`src/rtl/id_ex_pipe.sv`:
```
// ID/EX pipeline register with valid/ready handshake on both sides.
// Optional feature macro: ID_EX_SKID_EN adds a one-entry skid buffer so
// in_ready no longer depends combinationally on out_ready.
// Payload outputs are driven from registers and read zero (NOP) when
// out_valid is low. flush and rst both empty the stage at the next edge.
module id_ex_pipe #(
    parameter int unsigned DATA_W = 32,
    parameter int unsigned ADDR_W = 5,
    parameter int unsigned OP_W   = 8,
    parameter int unsigned SEL_W  = 3
) (
    input  logic              clk,
    input  logic              rst,
    input  logic              flush,
    input  logic              in_valid,
    output logic              in_ready,
    input  logic [OP_W-1:0]   in_aluop,
    input  logic [SEL_W-1:0]  in_alusel,
    input  logic [DATA_W-1:0] in_reg1,
    input  logic [DATA_W-1:0] in_reg2,
    input  logic [ADDR_W-1:0] in_wd,
    input  logic              in_wreg,
    output logic              out_valid,
    input  logic              out_ready,
    output logic [OP_W-1:0]   out_aluop,
    output logic [SEL_W-1:0]  out_alusel,
    output logic [DATA_W-1:0] out_reg1,
    output logic [DATA_W-1:0] out_reg2,
    output logic [ADDR_W-1:0] out_wd,
    output logic              out_wreg
);

    localparam int unsigned PAY_W = OP_W + SEL_W + 2 * DATA_W + ADDR_W + 1;

    logic [PAY_W-1:0] in_pay;
    logic [PAY_W-1:0] out_pay;
    logic             in_fire;
    logic             out_free;

    // Pack/unpack the payload so the storage logic handles one vector.
    assign in_pay = {in_aluop, in_alusel, in_reg1, in_reg2, in_wd, in_wreg};
    assign {out_aluop, out_alusel, out_reg1, out_reg2, out_wd, out_wreg} = out_pay;

    assign in_fire  = in_valid && in_ready;
    // Output slot can be (re)loaded this edge: empty or being consumed.
    assign out_free = !out_valid || out_ready;

`ifdef ID_EX_SKID_EN

    logic [PAY_W-1:0] skid_pay;
    logic             skid_full;

    // Ready depends only on held state, never on out_ready.
    assign in_ready = !rst && !flush && !skid_full;

    // Output register plus skid entry; skid always drains before new input.
    always_ff @(posedge clk) begin
        if (rst || flush) begin
            out_valid <= 1'b0;
            out_pay   <= PAY_W'(0);
            skid_full <= 1'b0;
            skid_pay  <= PAY_W'(0);
        end else if (out_free) begin
            if (skid_full) begin
                // in_fire cannot happen while the skid is full
                out_valid <= 1'b1;
                out_pay   <= skid_pay;
                skid_full <= 1'b0;
                skid_pay  <= PAY_W'(0);
            end else if (in_fire) begin
                out_valid <= 1'b1;
                out_pay   <= in_pay;
            end else begin
                out_valid <= 1'b0;
                out_pay   <= PAY_W'(0);
            end
        end else if (in_fire) begin
            // Output stalled: park the new instruction behind it.
            skid_full <= 1'b1;
            skid_pay  <= in_pay;
        end
    end

`else

    // Accept whenever the single output slot is free this cycle.
    assign in_ready = !rst && !flush && out_free;

    // Single output register; reload or clear whenever the slot frees up.
    always_ff @(posedge clk) begin
        if (rst || flush) begin
            out_valid <= 1'b0;
            out_pay   <= PAY_W'(0);
        end else if (out_free) begin
            if (in_fire) begin
                out_valid <= 1'b1;
                out_pay   <= in_pay;
            end else begin
                out_valid <= 1'b0;
                out_pay   <= PAY_W'(0);
            end
        end
    end

`endif

endmodule

```
`config.mk`:
```
export PLATFORM = sky130hd
export DESIGN_NAME = id_ex_pipe
export DESIGN_NICKNAME = d
export VERILOG_FILES = /design/src/rtl/id_ex_pipe.sv
export SDC_FILE = /design/constraint.sdc
export NUM_CORES = 1
export LEC_CHECK = 0
export CAP_MARGIN = 20
export CORE_ASPECT_RATIO = 0.5
export CORE_MARGIN = 2
export CORE_UTILIZATION = 30
export CTS_CLUSTER_DIAMETER = 200
export CTS_CLUSTER_SIZE = 25
export DETAILED_ROUTE_END_ITERATION = 10
export GPL_TIMING_DRIVEN = 0
export HOLD_SLACK_MARGIN = 0.1
export SYNTH_ARGS = -nofsm -noshare
export SYNTH_HDL_FRONTEND = slang
export SYNTH_SLANG_ARGS = --single-unit
export TNS_END_PERCENT = 1
```
`constraint.sdc`:
```
create_clock -name clk -period 1.6 [get_ports clk]
set_clock_uncertainty 0.15 [all_clocks]
set_input_delay 0.4 -clock clk [delete_from_list [all_inputs] [get_ports clk]]
set_output_delay 0.4 -clock clk [all_outputs]
set_load 0.01 [all_outputs]
```
==> results_dict.tcl <==
set metrics [dict create \
    cp-end-kind "primary output" \
    synth_fp_nets 453 \
    track_usage_pct 17.5 \
    min-delay-start "out_pay[66]" \
    yosys-top-cells-count "dfxtp_1 (82), nand2_1 (81), nand3_1 (81)" \
    netlist_instances 367 \
    cts_num_sinks 82 \
    ys_seq_area_share_pct 50.3 \
    grt_setup_unrepaired "true" \
    report.final.setup_viol 0 \
    max_cap_viol_count 0 \
    initial_utilization_pct 31.4 \
    post_drt_wl_per_cell_um 14.6 \
    wl_um 10100 \
    synth_edf_count 0 \
    dieHeight_um 77.7 \
    syn_to_final_growth_pct 64.8 \
    synth_area_mm2 0.00326 \
    drt-pass1-iter-count 5 \
    grt_pass1_vias 3109 \
    synthDistinctLibCells 13 \
    min_to "out_pay[66]" \
    antenna_found_initial 0 \
    ys_seq_elements 82 \
    status "completed" \
    start_kind "input port" \
    r2r-start "out_valid" \
    reg2regPathDepth 6 \
    cp.required_ns 1.05 \
    hold_path.class "reg2reg" \
    min_period_over_period_pct 98.3 \
    diodes 0 \
    dieArea_mm2 0.0118 \
    fillers 1034 \
    clkTransAtPathRegs_ns 0.06 \
    power_w 0.00496 \
    seq_area_mm2 0.00164 \
    pre_cts_ws_ns -1.01 \
    synth_top_area_share_pct 50.3 \
    port_buffers 167 \
    syn_area_per_cell_um2 8.88 \
    hold_depth 2 \
    finalHoldViolCount 0 \
    grt_pass1_wl_um 16200 \
    rows 26 \
    setup_ws_ns 0.0277 \
    num_io_pins 169 \
    r2r_setup_slack_ns 0.13 \
    fin_nets 634 \
    utilization_pct 51.8 \
    multiInputGateArea_mm2 0.00143 \
    slew_violations 0 \
    clk_latency_ns 0.32 \
    cts_root_buf "clkbuf_16" \
    dp_hpwl_um 7370 \
    synth-async-reset-ratio_pct 0 \
    ant_nets 0 \
    cts_tree "done" \
    layout_min_cycle_time_ns 1.57 \
    gp_congestion 0.722 \
    cp_data_arrival_time_ns 1.02 \
    cp_max_fo 3 \
    worstMarginPinSlew_ns 0.307 \
    ys_top_cells_by_area "dfxtp_1 (50%), a21oi_2 (19%), nand3_1 (12%), nand2_1 (9.3%), buf_2 (3.5%)" \
    fmax_ghz 0.636 \
    cts_buffer_depth 2 \
    slew-limit-headroom_pct 79.5 \
    drt-initial-drc-count 99 \
    drive_above_1_share_pct 23.0 \
    yosys_warnings 0 \
    route.detailed.drc 0 \
    final_area_mm2 0.00537 \
    ir_drop_mv 0.756 \
    cts.htree.levels 3 \
    num_vias 3127 \
    globalRouteOverflowTotal 0 \
    synth.most_common_cell "dfxtp_1" \
    p_leak_nw 2.24 \
    grt_max_degree 13 \
    startpoint "flush" \
    r2r-end "out_pay[40]" \
    p_per_area_mw_per_mm2 924 \
    core_area_mm2 0.0104 \
    synth_ff_type "dfxtp_1" \
    die-width_um 151 \
    place_area_mm2 0.00511 \
    cts_buffers 9 \
    synth_top_area_cell "dfxtp_1" \
    viasPerCell 4.52 \
    worstSetupPathType "in2out" \
]
[sequential cells by signal (all words and copies together) (netlist names)]
register / count
out_valid: 1
out_pay: 81
[logic make-up (layout without fill, tap and decap cells)]
family / Yosys count / count (layout) / synth area share, %
buffers and inverters: 36 / 221 / 6.41
and+or+nand+nor: 168 / 168 / 22.8
DFF: 82 / 82 / 50.3
AOI/OAI and AO/OA: 81 / 81 / 20.5
[layout make-up]
cell class | instances | share of cell area [%]
plain buffers | 34 | 3.75
repair buffers | 172 | 29.9
clock inverters | 2 | 1.12
well taps | 140 | 3.26
clock buffers | 13 | 4.84
multi-input cells | 249 | 26.5
flip-flops and latches | 82 | 30.6
[worst max path at each step]
| stage | to | cells past startpoint |
|---|---|---|
| finish | in_ready | 4 |
| global route | in_ready | 3 |
| CTS | in_ready | 5 |
| detailed placement | in_ready | 5 |
| global placement | in_ready | 5 |
| floorplan | in_ready | 3 |
[per-layer routing]
metal | global-route usage, % | vias to the layer above | part of all wire, %
li1 | - | 1597 | -
met1 | 22.7 | 1462 | 47
met2 | 29.5 | 61 | 47
met3 | 4.41 | 7 | 5.5
met4 | 3.93 | 0 | 0.81
met5 | 0 | - | 0
[power by group]
part	switching, W	leakage (nW)	internal, W	total [W]
Clock	0.000781	0.156	0.00145	0.00223
Sequential	0.0000264	0.667	0.00210	0.00213
Combinational	0.000278	1.42	0.000332	0.000610
[through the flow]
stage | cells | TNS [ns] | hold slack, ns
floorplan | 367 | 0 | 0.323
global placement | 674 | -19.05 | 0.289
detailed placement | 674 | -19.95 | 0.296
CTS | 693 | -0.182 | 0.302
global route | 692 | -0.0417 | 0.317
finish | 692 | 0 | 0.296
[timing repair]
| action | CTS | global route |
|---|---|---|
| setup endpoints to repair | 83 | 6 |
| pin swaps | 2 | 2 |
| hold buffers | 0 | 0 |
| setup buffers | 4 | 1 |
| gates resized for setup | 101 | 4 |
[layout by cell type, fill, tap and decap left out, types with 2 or more instances in the layout]
cell type	instances
dlygate4sd2_1	82
nand2_1	81
nand3_1	81
clkdlybuf4s50_1	81
dfxtp_1	81
a21oi_2	70
buf_2	23
buf_4	15
a21oi_1	11
clkbuf_16	9
clkdlybuf4s15_1	3
buf_6	2
nor2_1	2
clkbuf_8	2
clkbuf_1	2
bufinv_16	2
[worst max-delay path, cell delays in order]
cell	delay (ns)
clkdlybuf4s15_1	0.17
or2_4	0.27
nor2_4	0.08
buf_6	0.10
No activity file was read; power rests on OpenSTA's default activity.
